===== src/rtl/ecc_30_wr_enc_pkg.sv =====
// ecc30_pkg: shared H-matrix and codeword layout for the 30-bit
// SEC-DED encoder (write side) and checker (read side).
package ecc30_pkg;

  localparam int ECC30_DATA_WIDTH   = 30;
  localparam int ECC30_PARITY_WIDTH = 7;
  localparam int ECC30_CW_WIDTH     = 37;

  localparam logic [29:0] P0_MASK = 30'h16AA_AD5B;
  localparam logic [29:0] P1_MASK = 30'h1B33_366D;
  localparam logic [29:0] P2_MASK = 30'h23C3_C78E;
  localparam logic [29:0] P3_MASK = 30'h03FC_07F0;
  localparam logic [29:0] P4_MASK = 30'h03FF_F800;
  localparam logic [29:0] P5_MASK = 30'h3C00_0000;
  localparam logic [29:0] P6_MASK = 30'h2DA6_5CB7;

  localparam logic [6:0][29:0] PMASK = {
    P6_MASK, P5_MASK, P4_MASK, P3_MASK,
    P2_MASK, P1_MASK, P0_MASK
  };

  typedef struct packed {
    logic [6:0]  parity;
    logic [29:0] data;
  } codeword_t;

  function automatic logic [6:0] calc_parity(
    input logic [29:0] d
  );
    logic [6:0] p;
    p = '0;
    for (int k = 0; k < 7; k++) begin
      p[k] = ^(d & PMASK[k]);
    end
    return p;
  endfunction

endpackage


===== src/rtl/ecc_30_wr_enc_if.sv =====
// ecc_30_wr_enc_if: upstream/downstream handshake bundle
// plus error-injection controls for the 30-bit encoder.
interface ecc_30_wr_enc_if;
  import ecc30_pkg::*;

  logic                          in_valid;
  logic                          in_ready;
  logic [ECC30_DATA_WIDTH-1:0]   in_data;
  logic                          out_valid;
  logic                          out_ready;
  logic [ECC30_DATA_WIDTH-1:0]   out_data;
  logic [ECC30_PARITY_WIDTH-1:0] out_parity;
  logic                          inj_en;
  logic                          inj_dbit;
  logic [5:0]                    inj_idx;

  modport slave (
    input  in_valid, in_data, out_ready,
    input  inj_en, inj_dbit, inj_idx,
    output in_ready, out_valid,
    output out_data, out_parity
  );

  modport master (
    output in_valid, in_data, out_ready,
    output inj_en, inj_dbit, inj_idx,
    input  in_ready, out_valid,
    input  out_data, out_parity
  );

endinterface


===== src/rtl/ecc_30_enc_core.sv =====
// ecc_30_enc_core: combinational 30-bit data to 7 check bits,
// shared between the write encoder and the read checker.
module ecc_30_enc_core
  import ecc30_pkg::*;
(
  input  logic [ECC30_DATA_WIDTH-1:0]   data,
  output logic [ECC30_PARITY_WIDTH-1:0] parity
);

  // each check bit is the XOR of its masked data bits
  always_comb begin
    parity = calc_parity(data);
  end

endmodule


===== src/rtl/ecc_30_wr_enc.sv =====
// ecc_30_wr_enc: 30-bit SEC-DED write encoder, 2-entry skid buffer.
// Optional error injection when ECC_ERR_INJ_EN is defined.
module ecc_30_wr_enc #(
  parameter int DATA_WIDTH   = 30,
  parameter int PARITY_WIDTH = 7,
  parameter int CNT_WIDTH    = 16
) (
  input  logic                 clk,
  input  logic                 rst_n,
  ecc_30_wr_enc_if.slave       bus,
  output logic [CNT_WIDTH-1:0] enc_cnt
);
  import ecc30_pkg::*;

  if (DATA_WIDTH != ECC30_DATA_WIDTH) begin : g_bad_dw
    $error("ecc_30_wr_enc: DATA_WIDTH must be 30");
  end
  if (PARITY_WIDTH != ECC30_PARITY_WIDTH) begin : g_bad_pw
    $error("ecc_30_wr_enc: PARITY_WIDTH must be 7");
  end

  codeword_t                     head;
  codeword_t                     skid;
  codeword_t                     in_cw;
  logic [1:0]                    occ;
  logic [ECC30_PARITY_WIDTH-1:0] enc_par;
  logic                          in_fire;
  logic                          out_fire;

  ecc_30_enc_core u_core (
    .data   (bus.in_data),
    .parity (enc_par)
  );

  assign bus.in_ready   = (occ < 2'd2);
  assign bus.out_valid  = (occ != 2'd0);
  assign bus.out_data   = head.data;
  assign bus.out_parity = head.parity;

  assign in_fire  = bus.in_valid & bus.in_ready;
  assign out_fire = bus.out_valid & bus.out_ready;

`ifdef ECC_ERR_INJ_EN
  logic [ECC30_CW_WIDTH-1:0] inj_mask;
  logic [5:0]                inj_idx2;

  assign inj_idx2 = (bus.inj_idx == 6'd36) ? 6'd0
                  : bus.inj_idx + 6'd1;

  // one or two codeword bits to invert on this word
  always_comb begin
    inj_mask = '0;
    if (bus.inj_en && (bus.inj_idx <= 6'd36)) begin
      inj_mask[bus.inj_idx] = 1'b1;
      if (bus.inj_dbit) begin
        inj_mask[inj_idx2] = 1'b1;
      end
    end
  end

  assign in_cw = {enc_par, bus.in_data} ^ inj_mask;
`else
  logic unused_inj;

  assign unused_inj = ^{bus.inj_en, bus.inj_dbit, bus.inj_idx};
  assign in_cw      = {enc_par, bus.in_data};
`endif

  // head/skid storage and occupancy; in-order, no change under stall
  always_ff @(posedge clk or negedge rst_n) begin
    if (!rst_n) begin
      occ  <= 2'd0;
      head <= '0;
      skid <= '0;
    end else begin
      case ({in_fire, out_fire})
        2'b10: begin
          if (occ == 2'd0) head <= in_cw;
          else             skid <= in_cw;
          occ <= occ + 2'd1;
        end
        2'b01: begin
          head <= skid;
          occ  <= occ - 2'd1;
        end
        2'b11: begin
          head <= in_cw;
        end
        default: begin
        end
      endcase
    end
  end

  // saturating count of words taken downstream
  always_ff @(posedge clk or negedge rst_n) begin
    if (!rst_n) begin
      enc_cnt <= '0;
    end else if (out_fire && (enc_cnt != {CNT_WIDTH{1'b1}})) begin
      enc_cnt <= enc_cnt + CNT_WIDTH'(1);
    end
  end

endmodule


===== src/flat_wrapper.sv =====
// flat-port wrapper written by rule: the top's interface ports become plain ports
module ecc_30_wr_enc_flat import ecc30_pkg::*;
#(
  parameter int DATA_WIDTH   = 30,
  parameter int PARITY_WIDTH = 7,
  parameter int CNT_WIDTH    = 16
)
  (clk, rst_n, enc_cnt, bus_in_valid, bus_in_data, bus_out_ready, bus_inj_en, bus_inj_dbit, bus_inj_idx, bus_in_ready, bus_out_valid, bus_out_data, bus_out_parity);
  ecc_30_wr_enc_if bus_i ();
  input  logic clk;
  input  logic rst_n;
  output logic [CNT_WIDTH-1:0] enc_cnt;
  input wire logic [$bits(bus_i.in_valid)-1:0] bus_in_valid;
  input wire logic [$bits(bus_i.in_data)-1:0] bus_in_data;
  input wire logic [$bits(bus_i.out_ready)-1:0] bus_out_ready;
  input wire logic [$bits(bus_i.inj_en)-1:0] bus_inj_en;
  input wire logic [$bits(bus_i.inj_dbit)-1:0] bus_inj_dbit;
  input wire logic [$bits(bus_i.inj_idx)-1:0] bus_inj_idx;
  output wire logic [$bits(bus_i.in_ready)-1:0] bus_in_ready;
  output wire logic [$bits(bus_i.out_valid)-1:0] bus_out_valid;
  output wire logic [$bits(bus_i.out_data)-1:0] bus_out_data;
  output wire logic [$bits(bus_i.out_parity)-1:0] bus_out_parity;
  assign bus_i.in_valid = bus_in_valid;
  assign bus_i.in_data = bus_in_data;
  assign bus_i.out_ready = bus_out_ready;
  assign bus_i.inj_en = bus_inj_en;
  assign bus_i.inj_dbit = bus_inj_dbit;
  assign bus_i.inj_idx = bus_inj_idx;
  assign bus_in_ready = bus_i.in_ready;
  assign bus_out_valid = bus_i.out_valid;
  assign bus_out_data = bus_i.out_data;
  assign bus_out_parity = bus_i.out_parity;
  ecc_30_wr_enc #(.DATA_WIDTH(DATA_WIDTH), .PARITY_WIDTH(PARITY_WIDTH), .CNT_WIDTH(CNT_WIDTH)) u_core (.clk(clk), .rst_n(rst_n), .bus(bus_i), .enc_cnt(enc_cnt));
endmodule

===== config.mk =====
export PLATFORM = sky130hd
export DESIGN_NAME = ecc_30_wr_enc_flat
export DESIGN_NICKNAME = d
export VERILOG_FILES = /design/src/rtl/ecc_30_wr_enc_pkg.sv /design/src/rtl/ecc_30_wr_enc_if.sv /design/src/rtl/ecc_30_enc_core.sv /design/src/rtl/ecc_30_wr_enc.sv /design/src/flat_wrapper.sv
export SDC_FILE = /design/constraint.sdc
export NUM_CORES = 1
export LEC_CHECK = 0
export ABC_AREA = 1
export BUFFER_PORTS_ARGS = -buffer_cell sky130_fd_sc_hd__buf_2
export CAP_MARGIN = 10
export CELL_PAD_IN_SITES_DETAIL_PLACEMENT = 0
export CELL_PAD_IN_SITES_GLOBAL_PLACEMENT = 1
export CORE_ASPECT_RATIO = 1.75
export CORE_MARGIN = 2
export CORE_UTILIZATION = 41
export DETAILED_ROUTE_END_ITERATION = 6
export GPL_TIMING_DRIVEN = 1
export PLACE_DENSITY_LB_ADDON = 0.1
export SLEW_MARGIN = 15
export SYNTH_ARGS = -nofsm -noshare
export SYNTH_HDL_FRONTEND = slang
export SYNTH_SLANG_ARGS = --single-unit

===== constraint.sdc =====
create_clock -name clk -period 2.5 [get_ports clk]
set_input_delay 0.125 -clock clk [delete_from_list [all_inputs] [get_ports clk]]
set_output_delay 0.125 -clock clk [all_outputs]
set_load 0.01 [all_outputs]

[Word level (Yosys, flattened, before mapping)]
Index checks and enable logic that the tools add are counted.
Cells by class
  eq/ne operators: 5
  bitwise logic cells: 3
  magnitude comparators: 1
  multiplexer cells: 3
  reductions and logical operators: 14
  $add $sub $neg: 3
Operators with widths (count)
  $reduce_xor A30 Y1: 7
  $pmux W37 S3: 1
  $mux W37: 1
  $add A16 B1 Y16 const B: 1
  $ne A16 B16 Y1 const B: 1
  $eq A2 B2 Y1 const B: 2
  $pmux W2 S2: 1
  $reduce_and A2 Y1: 2
  $reduce_bool A2 Y1: 2
  $reduce_bool A3 Y1: 1
  $add A2 B1 Y2 const B: 1
  $and A1 B1 Y1: 2
  $eq A2 B1 Y1 const B: 1
  $logic_not A2 Y1: 1
  $lt A2 B2 Y1 const B: 1
  $ne A2 B2 Y1 const B: 1
  $sub A2 B1 Y2 const B: 1
  $logic_and A1 B1 Y1: 1
  $not A1 Y1: 1
Word-level totals
  bits of input ports: 42
  logic and storage cells: 35
  output and inout port bits: 55
  flip-flop bits (word level): 92

[Longest topological paths before layout]
Gate-level depths: netlist (run 1).
  depth in word-level cells: 5
  depth in mapped cells: 14
  mapped depth without buffers: 13

[Modules after synthesis]
From an unflattened synthesis (run 1), not the netlist that was laid out.
Unflattened totals
  cell total of the unflattened synthesis: 683
  area, all modules: 5323.9 um^2
Modules (own cells, without submodules)
  ecc_30_wr_enc: sequential area each 2302.2 um^2, cells an instance 439, instances 1, area an instance 4196.5 um^2
  ecc_30_enc_core: sequential area each 0.0 um^2, cells an instance 244, instances 1, area an instance 1127.3 um^2

[Least setup slack after synthesis (run 1)]
Ideal clock, no wire load.
  path kind: flip-flop to flip-flop
  start point: register u_core.occ[0]
  end point: register u_core.head, in the netlist u_core.bus.out_data[16]
  stages on the path, launching flop included: 11
  period minus slack after synthesis: 1806 ps
  setup time: 81 ps
  buffers on the path: 2
  data arrival time: 1725 ps
  required time: 2419 ps
  slack: 694 ps
  cells stage by stage: dfrtp_1 > nor2_4 > inv_2 > nand2_4 > inv_4 > ha_1 > inv_1 > buf_2 > clkbuf_1 > nand2_1 > a31oi_2
Between the ends
  word-level cells in the longest chain between the ends: 5
  elaborated cells on any way between the ends: 12
  those cells by class: order compare: 1; eq/ne: 4; mux: 1; bitwise: 2; reduce/logical: 4
Ends and longest elaborated chain
  start, declared: line ecc_30_wr_enc.sv:25  | logic [1:0] occ;
  start signal, assigned: line ecc_30_wr_enc.sv:80  | occ <= occ + 2'd1;
  start signal, assigned: line ecc_30_wr_enc.sv:84  | occ <= occ - 2'd1;
  $reduce_bool A2 Y1 *: line ecc_30_wr_enc.sv:36  | assign bus.out_valid = (occ != 2'd0);
  net bus_out_valid: line flat_wrapper.sv:20  | output wire logic [$bits(bus_i.out_valid)-1:0] bus_out_valid;
  $and A1 B1 Y1 *: line ecc_30_wr_enc.sv:41  | assign out_fire = bus.out_valid & bus.out_ready;
  $eq A2 B2 Y1 or $eq A2 B1 Y1 (tied branches): line ecc_30_wr_enc.sv:76  | case ({in_fire, out_fire})
  $ne A2 B2 Y1 (no source line) or $reduce_bool A3 Y1 (tied branches)
  $reduce_and A2 Y1 (no source line)
  end signal, assigned: line ecc_30_wr_enc.sv:78  | if (occ == 2'd0) head <= in_cw;
  end signal, assigned: line ecc_30_wr_enc.sv:83  | head <= skid;
  end signal, assigned: line ecc_30_wr_enc.sv:87  | head <= in_cw;
  end, declared: line ecc_30_wr_enc.sv:22  | codeword_t head;
The timed path passes the listed nets; every way through them passes the cells marked *.
A chain may end at the register's enable or synchronous reset.

[Worst setup path in the final report (run 1)]
  start point: register u_core.occ[0]
  end point: register u_core.head, in the netlist u_core.bus.out_data[13]
Between the ends
  word-level cells in the longest chain between the ends: 5
  elaborated cells on any way between the ends: 12
  those cells by class: order compare: 1; eq/ne: 4; mux: 1; bitwise: 2; reduce/logical: 4
Ends and longest elaborated chain (line)
  $lt A2 B2 Y1 or $reduce_bool A2 Y1 (tied branches): ecc_30_wr_enc.sv:35, ecc_30_wr_enc.sv:36
  $and A1 B1 Y1 (on tied branches): ecc_30_wr_enc.sv:40, ecc_30_wr_enc.sv:41
  $eq A2 B2 Y1 or $eq A2 B1 Y1 (tied branches): ecc_30_wr_enc.sv:76
  $ne A2 B2 Y1 (no source line) or $reduce_bool A3 Y1 (tied branches)
  $reduce_and A2 Y1 (no source line)
Parallel ways exist; a longest one is shown, timed or not.

==> results of run 1 <==
## per-stage QoR
stage	utilization, %	cells	hold WS (ns)
2_1_floorplan	-	739	-0.1706
3_3_place_gp	46.09	982	0.1944
3_5_place_dp	46.09	982	0.2014
4_1_cts	48.39	999	0.05632
5_1_grt	48.39	999	0.05930
6_report	48.39	999	0.06602
## layer usage
metal | global-route usage, % | wire length (um) | vias to the layer above
li1 | - | - | 2474
met1 | 21.36 | 5466 | 2256
met2 | 37.71 | 7443 | 77
met3 | 2.427 | 367 | 9
met4 | 4.833 | 148 | 0
met5 | 0 | 0 | -
## power by group through the flow
stage / combinational [mW] / clock, mW / sequential [mW]
floorplan: 1.89 / 0 / 2.73
global placement: 2.79 / 0 / 2.61
detailed placement: 2.85 / 0 / 2.63
CTS: 2.86 / 1.45 / 2.61
global route: 3.16 / 1.50 / 2.70
finish: 2.80 / 1.40 / 2.60
## layout by cell type (no fill, tap or decap), types with 2 or more instances in the layout
master and count:
sky130_fd_sc_hd__nand2_1 329, sky130_fd_sc_hd__dfrtp_1 92, sky130_fd_sc_hd__buf_2 87, sky130_fd_sc_hd__inv_1 66, sky130_fd_sc_hd__nand3_1 50, sky130_fd_sc_hd__nor2_2 31
sky130_fd_sc_hd__a31oi_2 30, sky130_fd_sc_hd__o21ai_0 27, sky130_fd_sc_hd__xnor2_1 16, sky130_fd_sc_hd__xor2_1 15, sky130_fd_sc_hd__nor2_1 14, sky130_fd_sc_hd__clkbuf_16 9
sky130_fd_sc_hd__a21oi_1 7, sky130_fd_sc_hd__buf_4 7, sky130_fd_sc_hd__inv_2 6, sky130_fd_sc_hd__o21ai_1 5, sky130_fd_sc_hd__nand4_1 3, sky130_fd_sc_hd__nor3_1 3
sky130_fd_sc_hd__ha_1 3, sky130_fd_sc_hd__inv_6 3, sky130_fd_sc_hd__clkinv_2 3, sky130_fd_sc_hd__nor2_4 2, sky130_fd_sc_hd__inv_4 2, sky130_fd_sc_hd__nand3_2 2
sky130_fd_sc_hd__a31oi_1 2, sky130_fd_sc_hd__buf_12 2
## kinds of logic after synthesis
group / Yosys count / synth area share (%)
compound gates: 72 / 10.78
xor+xnor: 31 / 4.883
fa+ha+maj: 3 / 0.6751
buf+inv: 101 / 8.146
flops: 92 / 41.40
simple gates: 440 / 34.11
## area by class of cell
class / instances / area, sq um
Clock buffer: 9 / 225.2
Timing Repair Buffer: 97 / 538.0
Inverter: 74 / 282.8
Clock inverter: 7 / 71.32
Tap cell: 174 / 217.7
Multi-Input combinational cell: 546 / 2805
Sequential cell: 92 / 2302
Fill cell: 1398 / 6870
## how the worst min path moves through the flow
| stage | start | to | slack [ns] |
|---|---|---|---|
| floorplan | rst_n | u_core.bus.out_data[0]$_DFFE_PN0P_ | -0.17 |
| global placement | rst_n | u_core.bus.out_data[23]$_DFFE_PN0P_ | 0.19 |
| detailed placement | rst_n | u_core.bus.out_data[23]$_DFFE_PN0P_ | 0.20 |
| CTS | bus_in_data[16] | u_core.skid[16]$_DFFE_PN0P_ | 0.06 |
| global route | bus_in_data[16] | u_core.skid[16]$_DFFE_PN0P_ | 0.06 |
| finish | bus_in_data[16] | u_core.skid[16]$_DFFE_PN0P_ | 0.07 |
## registers in the layout, indices dropped and copies added (netlist names)
| name | flops |
|---|---|
| u_core.bus.out_data | 30 |
| u_core.bus.out_parity | 7 |
| u_core.skid | 37 |
| u_core.enc_cnt | 16 |
| u_core.occ | 2 |
## timing repair
item	in CTS	in global routing
buffers inserted	0	0
hold buffers	1	0
hold endpoints to repair	47	0
endpoints found under the setup margin	0	0
## cell usage after synthesis, drive strengths merged
library cell	n	area (sq um)
nand4	3	18.77
o21ai	32	160.2
xnor2	16	140.1
dfrtp	92	2302
buf	16	126.4
a21oi	8	51.30
inv	74	282.8
xor2	15	131.4
nand3	52	270.3
a31oi	32	387.9
nor4	2	27.53
ha	3	37.54
nor3	4	25.02
nor2	48	289.0
nand2	331	1266
clkbuf	11	43.79
## worst reg2reg max path, cell delays in order, from the launching register on
cell	delay, ns
sky130_fd_sc_hd__dfrtp_1	0.44
sky130_fd_sc_hd__nor2_4	0.17
sky130_fd_sc_hd__inv_2	0.07
sky130_fd_sc_hd__nand2_4	0.07
sky130_fd_sc_hd__inv_4	0.06
sky130_fd_sc_hd__ha_1	0.23
sky130_fd_sc_hd__inv_1	0.06
sky130_fd_sc_hd__buf_4	0.39
sky130_fd_sc_hd__nand2_1	0.15
sky130_fd_sc_hd__a31oi_2	0.19
==> flow_results.org, run 1 <==
** Status
- The flow ran to the end, and the final reports show no timing, DRC or antenna violations.

** Routing
- Before antenna repair, the detailed router went through 4 iterations.
- After detailed routing, the number of vias per cell comes to 4.821.
- Dividing the detail-routed wire length by the instance count gives around 13 um.
- The routed design has between 10000 and 15000 um of wire.
- The detailed router finished its first iteration with between 100 and 150 violations.
- Via count of the routed design :: roughly 4800
- Antenna-violating nets left :: 0
- After detailed routing, the number of remaining DRC violations is 0.

** Power
- For this design the ratio of total power to cell area is approximately 1100 nW/um^2.
- Combinational cells account for around two fifths of the total power.
- Of the total power, registers draw between 30% and 40%.
- Of the total power, the share spent switching nets is about two fifths.
- Overall power consumption after layout is estimated at ~7 mW.
- Worst-case vdd ir drop :: about 0.4 mV
- For this design the total switching power over the nets is approximately 2.8 mW.
- The internal portion of the total power is between 4 and 5 mW.
- For this design the static power due to leakage is between 3 and 4 nW.
- The clock network is responsible for roughly a fifth of the overall power.

** STA
- At the pin with the least slew margin, the transition time is roughly 0.68 ns.
- Adding up every negative setup slack in the final design gives 0 ns.
- Static timing analysis puts the maximum clock frequency at between 500 and 600 MHz.
- Setup slack closes at 0.5666 ns.
- The worst path in the final design needs a cycle of 1.933 ns, including I/O delays and setup.
- Setup violations remaining at the end of the flow were counted as 0.
- RSZ-0062 raised after global routing :: no
- Share of the clock period used by the worst path :: 77.34%
- Number of hold violations in the final report :: 0
- Number of max-slew violations in the final report :: 0
- Slew headroom :: between 50% and 60%
- For the final database, setup skew stands at ~0.0084 ns.

** Finish
- Final net count :: around 870
- Summing all non-filler instances in the final layout gives an area of between 6000 and 7000 sq um.
- Antenna cells :: 0
- Relative to the synthesized area, the layout overhead comes to 15.86%.
- Of the cells placed in the final design, the portion with a size suffix greater than 1 is a little under a quarter.

** GRT
- Global routing used 19.13% of the available tracks across all layers.
- Pin count of the biggest net entering global routing :: 57
- Wire length of the first global-routing pass :: approximately 22000 um
- The via count of the first global-routing pass came to ~4600.
- Initial antenna violation count :: 0
- Total global routing overflow :: 0

** Clock network
- Insertion delay of the later-clocked pin in the worst-skew pair :: 0.34 ns
- The H-tree generated during clock tree synthesis spans 3 levels.
- The clock net in this run drives a total of between 90 and 100 sinks.
- Post-cts resize count :: 0
- Clock-pin slew of the registers on the worst-case setup and hold paths :: around 0.070 ns
- TritonCTS built the clock tree.
- Total clock buffers created by CTS :: 9
- Clock Root Buffer :: sky130_fd_sc_hd__clkbuf_16
- Clock Tree Buf Depth :: 2

** Placement
- Placer Congestion :: roughly 0.85
- Once detailed placement completed, the half-perimeter wirelength came to between 9000 and 10000 um.
- Pre-CTS worst setup slack :: between 0.5 and 0.6 ns
- # port buffers :: 88
- Placed standard-cell area :: approximately 6000 sq um

** Logic synthesis
- Counting distinct cell types in the post-synthesis netlist gives 32.
- Cell area after synthesis :: 5560 sq um
- Post-Synthesis Mean Instance Area :: around 7.5 sq um
- Synthesis inferred 92 register bits.
- Number of cells produced by synthesis :: ~740
- After synthesis, flip-flops and latches occupy just over 40% of the total area.
- For this run, the number of Yosys warnings is 0.
- Counting every net in the synthesized netlist gives between 700 and 800.

** Floorplan
- From bottom edge to top edge, the die measures 158.1 um.
- The floorplan step set the die width to approximately 92 um.
- After floorplanning, the core was divided into 56 placement rows.
- The region available for standard cell placement spans about 13000 sq um.
- In this run the count of I/O pins placed on the die edge is 97.
- The die covers ~15000 sq um.
- Starting Density :: a little over two fifths

** Worst setup path
- Endpoint of the most critical setup path :: u_core.bus.out_data[13]$_DFFE_PN0P_
- R2R setup slack :: around 0.57 ns
- The critical path runs through a total of 9 cells.
- STA puts the critical path data required time at ~2.8 ns.
- Sum of buffers and inverters on the critical path :: 4
- Arrival time at the worst endpoint :: roughly 2.2 ns
- Of all nets on the critical path, the largest fanout is 39.
- Launch point of the worst path :: u_core.occ[0]$_DFFE_PN0P_
- Dominant delay contributor by cell family on the critical path :: buffers and inverters
- Worst reg2reg path depth :: 9
- Among all stages on the critical path, the largest delay is contributed by sky130_fd_sc_hd__dfrtp_1.
- Worst path cell trace :: nor2_4, inv_2, nand2_4, inv_4, ha_1, inv_1, buf_4, nand2_1, a31oi_2
- Startpoint types :: flip-flop
- Element type at the critical path end :: flip-flop
- In this run the critical register-to-register path is captured at u_core.bus.out_data[13]$_DFFE_PN0P_.
- Beginning of the worst register-to-register path :: u_core.occ[0]$_DFFE_PN0P_
- On the worst path, the slowest cell contributes a delay of about 0.44 ns.
- The worst setup path is of the flip-flop to flip-flop kind.

** Worst hold path
- Number of cells on the worst hold path :: 3
- The worst hold path belongs to the class input pin to flip-flop.

** Flow run
- Max-cap violations in this run came to 0.
Power figures use the tool's default switching activity.
==> run 2, diff against run 1 <==
clock period = 1.9 ns   (was 2.5 ns; I/O delays follow)
==> flow_results.org, run 2 (synthesized netlist as in run 1, its figures left out) <==
** GRT
- Global Route Usage Sum :: 19.05% (-0.077 points)
- Via count of the first global-routing pass :: 4717 (+1.6%)
- Initial antenna violation count :: 0 (unchanged)
- The global-route congestion overflow total came to 0 (unchanged).
- The global-route wire length before repair came to 22270 um (+0.31%).
- The pin count of the biggest net entering global routing came to 40 (-30%).

** Worst setup path
- R2R setup slack :: 0.13 ns (-0.44 ns)
- The worst endpoint data arrival time came to 2.03 ns (-0.16 ns).
- Worst reg2reg path depth :: 9 (unchanged)
- Critical path fanouts, max :: 19 (-51%)
- The critical path is of the flip-flop to flip-flop type.
- Reg-to-reg critical path endpoint :: u_core.bus.out_data[26]$_DFFE_PN0P_
- Required time of the worst setup path :: 2.16 ns (-0.60 ns)
- Startpoint types :: flip-flop
- Element type at the critical path end :: flip-flop
- Launch point of the worst path :: u_core.occ[0]$_DFFE_PN0P_
- The startpoint identified for the worst register-to-register timing path is u_core.occ[0]$_DFFE_PN0P_.

** Flow run
- The count of max-cap constraint violations is 0 (unchanged).

** Floorplan
- The vertical extent of the die came to 158.1 um (unchanged).
- The initial core utilization was 41.77% (unchanged).
- The die area is 14550 sq um (unchanged).
- The number of primary I/O pins came to 97 (unchanged).
- Total core area :: 13310 sq um (unchanged)
- The floorplan die width was 92.03 um (unchanged).
- Core Rows :: 56 (unchanged)

** Finish
- In the layout the commonest cells are 329 x sky130_fd_sc_hd__nand2_1, 92 x sky130_fd_sc_hd__dfrtp_1, 87 x sky130_fd_sc_hd__buf_2.
- The layout cell share with drive strength beyond 1 was 23.19% (+0.037 points).
- Antenna cells :: 0 (unchanged)
- Area of all sequential standard cells :: 2302 sq um (unchanged)
- The library cell used most frequently in the layout, excluding fill and tap cells, is sky130_fd_sc_hd__nand2_1.
- The share of the core filled with cells is 48.98% (+0.58 points).
- More flip-flops sit in one register than any other, and that register is u_core.skid.
- The final net count was 868 (+0.35%).
- The fill cell instance count of the final layout came to 1362 (-2.6%).
- Area occupied by multi-input gates :: 2805 sq um (unchanged)
- Layout-stage area growth over the synthesis result :: 17.26%
- The flip-flop count of the largest register after layout was 37 (unchanged).

** STA
- The time the final worst path needs with I/O delays and setup was 1.771 ns (-0.1621 ns).
- The final sum of negative setup slack is 0 ns (unchanged).
- The final max-slew violation count was 0 (unchanged).
- Setup repair after global routing left no endpoint under its margin.
- The normalized max-slew margin was 68.29% (+14 points).
- The pin slew with the least headroom to its limit is 0.4756 ns (-0.2085 ns).
- The final setup violation count is 0 (unchanged).
- Share of the clock period used by the worst path :: 93.23% (+16 points)
- The maximum clock frequency was 564.6 MHz (+9.2%).
- The number of endpoints with negative hold slack in the final report is 0 (unchanged).
- The final worst setup slack came to 0.1287 ns (-0.4379 ns).
- The clock tree skew after final layout is 0.007082 ns (-0.001269 ns).

** Routing
- Via count of the routed design :: 4826 (+0.21%)
- Detail-routed net length per standard cell :: 13.60 um (+1.2%)
- Remaining design rule violation count :: 0 (unchanged)
- The ratio of routed vias to standard cells is 4.816 (about the same).
- Violation count after the first detailed-route iteration :: 138 (+11%)
- Number of detailed-route iterations in the first pass :: 4 (unchanged)
- Routed wire length :: 13630 um (+1.5%)
- Antenna-violating nets left :: 0 (unchanged)

** Clock network
- The clock transition at the registers of the reported paths came to 0.07 ns (about the same).
- The clock latency at the later pin of the worst-skew pair came to 0.34 ns (about the same).
- The number of buffers created by CTS was 9 (unchanged).
- TritonCTS built the clock tree.
- Clock Tree Buf Depth :: 2 (unchanged)
- Post-CTS setup-driven buffer insertion count :: 0 (unchanged)
- Clock Root Buffer :: sky130_fd_sc_hd__clkbuf_16
- Clock Sinks :: 92 (unchanged)
- H-tree depth :: 3 (unchanged)

** Power
- The largest vdd supply drop is 0.5329 mV (+33%).
- The total power per unit cell area is 1391 nW/um^2 (+32%).
- The total power of the final layout was 9.070 mW (+33%).
- Leakage Power :: 3.398 nW (+0.77%)

** Placement
- The number of input and output port buffers inserted is 88 (unchanged).
- Placer Congestion :: 0.8377 (-1.7%)
- Detail Placement HPWL :: 10030 um (+0.63%)
- The pre-CTS worst setup slack is 0.1624 ns (-0.3981 ns).

** Worst hold path
- The min-delay analysis places its worst path in the category input pin to flip-flop.
- Number of cells on the worst hold path :: 3 (unchanged)
- For hold timing, the worst endpoint is u_core.skid[6]$_DFFE_PN0P_.
- The worst hold path begins at bus_in_data[6].

** Status
- Result of the run :: complete, no violations
## run 2: cell types whose count changed in the layout (fill, tap and decap cells not counted), sizes merged
cell / before / now
buf: 96 / 98
clkinv: 3 / 1
clkbuf: 9 / 14
inv: 77 / 74
clkinvlp: 0 / 1
## run 2: critical path, cell delays in order, from the launching register on
cell and delay [ns]:
sky130_fd_sc_hd__dfrtp_1 0.44, sky130_fd_sc_hd__nor2_4 0.17, sky130_fd_sc_hd__inv_2 0.07, sky130_fd_sc_hd__nand2_4 0.07
sky130_fd_sc_hd__inv_4 0.06, sky130_fd_sc_hd__ha_1 0.26, sky130_fd_sc_hd__inv_2 0.15, sky130_fd_sc_hd__clkbuf_16 0.21
sky130_fd_sc_hd__nand2_1 0.08, sky130_fd_sc_hd__a31oi_2 0.16
## run 2: layout make-up
type / count / area share, %
clock buffer: 13 / 3.838
clock inverter: 3 / 0.7100
inverter: 74 / 4.337
multi-input combinational: 546 / 43.02
sequential: 92 / 35.31
tap: 174 / 3.339
timing repair buffer: 100 / 9.442
## run 2: how the worst max path moves through the flow
stage                                            to  cells after the start
6_report        u_core.bus.out_data[26]$_DFFE_PN0P_                      9
5_1_grt        u_core.bus.out_parity[4]$_DFFE_PN0P_                     11
4_1_cts         u_core.bus.out_data[26]$_DFFE_PN0P_                      9
3_5_place_dp     u_core.bus.out_data[3]$_DFFE_PN0P_                      9
3_3_place_gp   u_core.bus.out_parity[6]$_DFFE_PN0P_                     10
2_1_floorplan   u_core.bus.out_data[16]$_DFFE_PN0P_                     10
## run 2: power breakdown
group	internal [mW]	leakage (nW)	switching (mW)
clock	1.06	0.140	0.765
combinational	1.54	2.15	2.28
sequential	2.84	1.11	0.589
total	5.44	3.40	3.63
## run 2: metal layers
layer / GRT usage (%) / wire length [um] / vias to the layer above
li1: - / - / 2486
met1: 21.16 / 5567 / 2256
met2: 37.15 / 7488 / 73
met3: 2.713 / 390 / 11
met4: 5.473 / 179 / 0
met5: 0 / 0 / -
## run 2: stage by stage
stage,area [sq um],hold slack (ns),instances
CTS,6495,0.02597,1001
global route,6520,0.04501,1002
floorplan,5560,-0.2006,739
global placement,6188,0.07980,984
detailed placement,6188,0.08172,984
finish,6520,0.03721,1002
## run 2: repair_timing
| item | CTS | global route |
|---|---|---|
| endpoints found under the hold margin | 31 | 0 |
| hold buffers | 1 | 0 |
| gates resized for setup | 0 | 1 |
| setup endpoints to repair | 0 | 1 |
